**config.mk**
```make
export PLATFORM = sky130hd
export DESIGN_NAME = cam_result_reader
export DESIGN_NICKNAME = d
export VERILOG_FILES = /design/src/rtl/cam_result_reader_pkg.sv /design/src/rtl/cam_rd_range_check.sv /design/src/rtl/cam_result_reader.sv
export SDC_FILE = /design/constraint.sdc
export NUM_CORES = 1
export LEC_CHECK = 0
export CORE_ASPECT_RATIO = 0.8
export CORE_MARGIN = 10
export CORE_UTILIZATION = 40
export DETAILED_ROUTE_END_ITERATION = 8
export DONT_BUFFER_PORTS = 1
export GPL_TIMING_DRIVEN = 0
export SYNTH_ARGS = -nofsm -noshare
export SYNTH_HDL_FRONTEND = slang
export SYNTH_SLANG_ARGS = --single-unit
```
**constraint.sdc**
```tcl
create_clock -name clk -period 5.4 [get_ports clk]
set_clock_uncertainty 0.05 [all_clocks]
set_input_delay 1.08 -clock clk [delete_from_list [all_inputs] [get_ports clk]]
set_output_delay 1.08 -clock clk [all_outputs]
set_load 0.01 [all_outputs]
```
**src/rtl/cam_result_reader_pkg.sv**
```systemverilog
// Shared definitions for the CAM result-read sequencer and its range checker.
package cam_result_reader_pkg;

  typedef enum logic [2:0] {
    S_IDLE = 3'd0,
    S_ADDR = 3'd1,
    S_CAPT = 3'd2,
    S_SEND = 3'd3,
    S_DONE = 3'd4
  } state_e;

  localparam logic MODE_ROW = 1'b0;
  localparam logic MODE_COL = 1'b1;

endpackage

```
**src/rtl/cam_rd_range_check.sv**
```systemverilog
// Combinational readout range check: effective vector count and bounds validity.
module cam_rd_range_check
  import cam_result_reader_pkg::*;
#(
  parameter int DATA_WIDTH     = 4,
  parameter int DATA_DEPTH     = 4,
  parameter int ADDR_WIDTH_CAM = 8
) (
  input  logic                      col_mode_i,
  input  logic [ADDR_WIDTH_CAM-1:0] start_idx_i,
  input  logic [ADDR_WIDTH_CAM-1:0] count_i,
  output logic [ADDR_WIDTH_CAM:0]   eff_count_o,
  output logic                      range_ok_o
);

  localparam int LW = ADDR_WIDTH_CAM + 1;

  logic [ADDR_WIDTH_CAM:0]   limit;
  logic [ADDR_WIDTH_CAM+1:0] end_idx;

  // One extra bit on the end index so start_idx + count can never wrap.
  always_comb begin
    limit       = (col_mode_i == MODE_COL) ? LW'(DATA_WIDTH) : LW'(DATA_DEPTH);
    eff_count_o = (count_i == '0) ? limit : {1'b0, count_i};
    end_idx     = {2'b00, start_idx_i} + {1'b0, eff_count_o};
    range_ok_o  = ({1'b0, start_idx_i} < limit) && (end_idx <= {1'b0, limit});
  end

endmodule

```
**src/rtl/cam_result_reader.sv**
```systemverilog
// Walks the CAM R array by row or column and streams each vector to memory.
module cam_result_reader
  import cam_result_reader_pkg::*;
#(
  parameter int DATA_WIDTH     = 4,
  parameter int DATA_DEPTH     = 4,
  parameter int ADDR_WIDTH_CAM = 8,
  parameter int ADDR_WIDTH_MEM = 16,
  parameter int OUT_WIDTH      = 4
) (
  input  logic                      clk,
  input  logic                      rst_n,
  input  logic                      start,
  input  logic                      col_mode,
  input  logic [ADDR_WIDTH_CAM-1:0] start_idx,
  input  logic [ADDR_WIDTH_CAM-1:0] count,
  input  logic [ADDR_WIDTH_MEM-1:0] base_addr,
  input  logic                      abort,
  output logic [ADDR_WIDTH_CAM-1:0] addr_output_Row_R,
  output logic [ADDR_WIDTH_CAM-1:0] addr_output_Col_R,
  input  logic [DATA_WIDTH-1:0]     Q_out_R_row,
  input  logic [DATA_DEPTH-1:0]     Q_out_R_col,
  output logic [OUT_WIDTH-1:0]      data_out,
  output logic [ADDR_WIDTH_MEM-1:0] addr_out,
  output logic                      data_valid,
  input  logic                      data_ready,
  output logic                      busy,
  output logic                      done,
  output logic                      err,
  output logic [2:0]                dbg_state_o
);

  localparam logic [ADDR_WIDTH_CAM:0] REM_ONE = {{ADDR_WIDTH_CAM{1'b0}}, 1'b1};

  state_e                    state_q;
  logic                      mode_q;
  logic [ADDR_WIDTH_CAM-1:0] idx_q;
  logic [ADDR_WIDTH_CAM:0]   rem_q;
  logic [ADDR_WIDTH_MEM-1:0] maddr_q;
  logic [ADDR_WIDTH_CAM-1:0] row_addr_q;
  logic [ADDR_WIDTH_CAM-1:0] col_addr_q;
  logic [OUT_WIDTH-1:0]      data_q;
  logic [ADDR_WIDTH_MEM-1:0] addr_out_q;
  logic                      valid_q;
  logic                      busy_q;
  logic                      done_q;
  logic                      err_q;

  logic [ADDR_WIDTH_CAM:0]   eff_count;
  logic                      range_ok;
  logic [OUT_WIDTH-1:0]      cap_d;
  logic [ADDR_WIDTH_CAM-1:0] idx_inc;

  cam_rd_range_check #(
    .DATA_WIDTH    (DATA_WIDTH),
    .DATA_DEPTH    (DATA_DEPTH),
    .ADDR_WIDTH_CAM(ADDR_WIDTH_CAM)
  ) u_range (
    .col_mode_i (col_mode),
    .start_idx_i(start_idx),
    .count_i    (count),
    .eff_count_o(eff_count),
    .range_ok_o (range_ok)
  );

  assign idx_inc = idx_q + 1'b1;

  always_comb begin
    cap_d = '0;
    if (mode_q == MODE_COL) cap_d[DATA_DEPTH-1:0] = Q_out_R_col;
    else                    cap_d[DATA_WIDTH-1:0] = Q_out_R_row;
  end

  // Output handshake: a word transfers on a rising edge where data_valid && data_ready;
  // once raised, data_valid/data_out/addr_out hold until that edge (or abort/reset).
  always_ff @(posedge clk or negedge rst_n) begin
    if (!rst_n) begin
      state_q    <= S_IDLE;
      mode_q     <= MODE_ROW;
      idx_q      <= '0;
      rem_q      <= '0;
      maddr_q    <= '0;
      row_addr_q <= '0;
      col_addr_q <= '0;
      data_q     <= '0;
      addr_out_q <= '0;
      valid_q    <= 1'b0;
      busy_q     <= 1'b0;
      done_q     <= 1'b0;
      err_q      <= 1'b0;
    end else begin
      done_q <= 1'b0;
      err_q  <= 1'b0;
      if (state_q != S_IDLE && abort) begin
        state_q <= S_IDLE;
        valid_q <= 1'b0;
        busy_q  <= 1'b0;
      end else begin
        case (state_q)
          S_IDLE: begin
            if (start) begin
              if (!range_ok) begin
                err_q <= 1'b1;
              end else begin
                mode_q  <= col_mode;
                idx_q   <= start_idx;
                rem_q   <= eff_count;
                maddr_q <= base_addr;
                busy_q  <= 1'b1;
                state_q <= S_ADDR;
                // The address is registered here so it is already stable in ADDR.
                if (col_mode == MODE_COL) begin
                  col_addr_q <= start_idx;
                  row_addr_q <= '0;
                end else begin
                  row_addr_q <= start_idx;
                  col_addr_q <= '0;
                end
              end
            end
          end
          S_ADDR: state_q <= S_CAPT;
          S_CAPT: begin
            data_q     <= cap_d;
            addr_out_q <= maddr_q;
            valid_q    <= 1'b1;
            state_q    <= S_SEND;
          end
          S_SEND: begin
            if (data_ready) begin
              valid_q <= 1'b0;
              rem_q   <= rem_q - REM_ONE;
              if (rem_q == REM_ONE) begin
                done_q  <= 1'b1;
                busy_q  <= 1'b0;
                state_q <= S_DONE;
              end else begin
                idx_q   <= idx_inc;
                maddr_q <= maddr_q + 1'b1;
                if (mode_q == MODE_COL) col_addr_q <= idx_inc;
                else                    row_addr_q <= idx_inc;
                state_q <= S_ADDR;
              end
            end
          end
          S_DONE:  state_q <= S_IDLE;
          default: state_q <= S_IDLE;
        endcase
      end
    end
  end

  assign addr_output_Row_R = row_addr_q;
  assign addr_output_Col_R = col_addr_q;
  assign data_out          = data_q;
  assign addr_out          = addr_out_q;
  assign data_valid        = valid_q;
  assign busy              = busy_q;
  assign done              = done_q;
  assign err               = err_q;
  assign dbg_state_o       = state_q;

endmodule

```
==> flow_metrics.env <==
export IMPL_status="finished clean"
export IMPL_ys_flop_type="dfrtp_1"
export IMPL_vias=3857
export IMPL_fin_crit_sh=0.679
export IMPL_p_leak_nw=2.03
export IMPL_grt_util_met3=0.0705
export IMPL_fin_cells=637
export IMPL_drtIter0Drc=315
export IMPL_grt_first_pass_wirelength_um=21800
export IMPL_synthCells=476
export IMPL_ant_nets=0
export IMPL_fmax_ghz=0.273
export IMPL_busiest_layer="met2"
export IMPL_worstRegToRegCells=8
export IMPL_die_w_um=138
export IMPL_netlist_area_mm2=0.00448
export IMPL_path_cells="nor4_1 -> a21oi_1 -> inv_1 -> ha_1 -> or2_1 -> a311oi_2 -> o2111ai_2 -> o21ai_0 -> buf_2 -> nand2_2 -> a211o_1"
export IMPL_yosysUniqueCellTypes=61
export IMPL_routed_via_density=6.05
export IMPL_synth_top_family_by_area="simple AND/OR/NAND/NOR gates"
export IMPL_cts_root_buf="clkbuf_16"
export IMPL_cts_max_path_buffers=2
export IMPL_drive_above_1_share=0.136
export IMPL_dr_pass1_iters=5
export IMPL_place_ws_ns=1.42
export IMPL_fin_crit_ns=3.67
export IMPL_maxSlewHeadroom=0.436
export IMPL_core_mm2=0.0109
export IMPL_worst_slew_pin_slew_ns=0.839
export IMPL_hold_viol=0
export IMPL_slowest_delay_ns=0.34
export IMPL_cts_hold_buf=0
export IMPL_dp_cells=620
export IMPL_cts_sinks=77
export IMPL_postCtsSetupBuffers=0
export IMPL_routabilityCongestion=0.881
export IMPL_nets=546
export IMPL_r2r_start="dbg_state_o[2]"
export IMPL_setup_ws_ns=1.73
export IMPL_synth_most_common_cell="dfrtp_1"
export IMPL_io_buffer_count=0
export IMPL_ys_warn_count=0
export IMPL_arrival_ns=3.85
export IMPL_track_usage=0.170
export IMPL_wire_per_inst_um=21.6
export IMPL_critPathCaptureType="register"
export IMPL_antenna_found_initial=0
export IMPL_synth_nets=535
export IMPL_slew_violations=0
export IMPL_drc=0
export IMPL_ir_worst_vdd_v=0.000245
export IMPL_synth_area_leaders="dfrtp_1 (43%), mux2_2 (6.5%), a21oi_1 (3.9%)"
export IMPL_hp_class="in -> async"
export IMPL_cp_max_fo=10
export IMPL_postSynthAreaPerCell_um2=9.41
export IMPL_synthSimpleGateAreaFrac=0.192
export IMPL_fp_dieArea_mm2=0.0159
export IMPL_ys_seq_area_frac=0.430
export IMPL_tns_ns=0
export IMPL_row_count=34
export IMPL_worst_setup_path_type="in -> reg"
export IMPL_muxShareOfSynthArea=0.0922
export IMPL_drt_wl_total_um=13800
export IMPL_start_util=0.411
export IMPL_r2r_end="maddr_q[3]"
export IMPL_clk_pin_slew_ns=0.06
export IMPL_grt_max_degree=78
export IMPL_rsz0062_at_grt="false"
export IMPL_ctsResizeCount=0
export IMPL_die_h_um=115
export IMPL_synth_enable_flop_cells=0
export IMPL_cts_buffers=9
export IMPL_p_per_area_mw_per_mm2=513
export IMPL_dpl_hpwl_um=9950
export IMPL_r2r_slack_ns=2.56
export IMPL_worstPathRequired_ns=5.58
export IMPL_synth_largest_area_cell="dfrtp_1"
export IMPL_crit_path_start_kind="input port"
export IMPL_synthTopCellsByCount="dfrtp_1 (77), a21oi_1 (35), nand2_1 (34)"
export IMPL_area_growth_pct=11.2
export IMPL_grt_overflow=0
export IMPL_yosysTopAreaCellShare=0.430
export IMPL_cp_slowest_cell="a211o_1"
export IMPL_setup_viol=0
export IMPL_grt_use_met1=0.221
export IMPL_synth_compound_area_frac=0.186
export IMPL_clock_latency_ns=0.34
export IMPL_synthXorXnorAreaFrac=0.0137
export IMPL_ys_ff_latch=77
export IMPL_ys_async_sr_fraction=1.00
export IMPL_cts_tree="built"
export IMPL_pin_count=89
export IMPL_grt_pass1_vias=3807
export IMPL_grt_use_met2=0.248
export IMPL_htreeDepth=3
export IMPL_cap_violations=0
export IMPL_synth_fa_ha_area_frac=0.0380
critical path: cells and delay by family:
kind | cells | cell delay (ns)
AND/OR/NAND/NOR | 3 | 0.74
AO/OA/AOI/OAI | 5 | 1.38
buffers and inverters | 2 | 0.39
adder cells (fa/ha/maj) | 1 | 0.25
flip-flops by register name (all words and copies together) (netlist names), 3 cells and up:
name	count
rem_q	9
addr_output_Row_R	8
addr_out	16
data_out	4
idx_q	8
dbg_state_o	3
maddr_q	16
addr_output_Col_R	8
placed cells by master, fill, tap and decap left out, drive strengths merged, types with 3 or more instances in the layout:
cell type,synthesis,layout
inv,17,17
and2,3,3
mux2i,12,12
o32ai,3,3
o21ai,28,28
nand4,6,6
dfrtp,77,77
nand3b,4,4
a211oi,3,3
and3,12,12
nor2,33,33
nor3b,3,3
nand3,27,27
o2111ai,6,6
xnor2,5,5
a21oi,36,36
ha,12,12
o221a,4,4
nand2,35,35
nor4,8,8
or2,6,6
clkinv,0,4
mux2,26,26
o22ai,3,3
buf,11,11
nand2b,5,5
a211o,3,3
o31ai,8,8
clkbuf,23,33
a31oi,5,5
a311oi,8,8
nor3,18,18
routing by layer:
metal	vias up	wire [µm]
met2	153	5980
met4	0	282
met1	1897	6260
met3	25	1230
met5	-	0
li1	1782	-
report_power, final:
part / leakage (nW) / total (W) / internal [W] / switching [W]
clock network: 0.156 / 0.000657 / 0.000405 / 0.000252
logic: 0.905 / 0.000781 / 0.000325 / 0.000455
registers: 0.968 / 0.00111 / 0.000807 / 0.000305
how the worst max path moves through the flow:
| stage | start | endpoint |
|---|---|---|
| 2_1_floorplan | count[5] | addr_output_Row_R[0] |
| 3_3_place_gp | count[5] | addr_output_Row_R[5] |
| 3_5_place_dp | count[5] | addr_output_Row_R[0] |
| 4_1_cts | count[5] | addr_output_Row_R[1] |
| 5_1_grt | count[5] | addr_output_Col_R[7] |
| 6_report | count[5] | idx_q[2] |
cell type report:
cell class	instances	area (µm²)
antenna	1	2.50
buffer	34	146
clock buffer	10	229
clock inverter	6	87.6
fill	1061	5910
inverter	17	63.8
multi-input combinational	348	2340
sequential	77	1930
tap	144	180
stage by stage:
step	hold slack, ns	power (W)	instance area (µm²)	utilization
finish	0.377	0.00255	4980	0.457
global placement	0.468	0.00187	4660	0.428
global route	0.367	0.00272	4970	0.457
detailed placement	0.466	0.00190	4660	0.428
floorplan	0.446	0.00164	4480	-
CTS	0.373	0.00256	4970	0.457
logic make-up after synthesis:
logic type,Yosys count
fa+ha+maj,13
simple gates,168
mux,38
compound gates,122
buf+inv,51
flops,77
xor+xnor,7
Note: power is estimated with default switching activity, not from simulation.
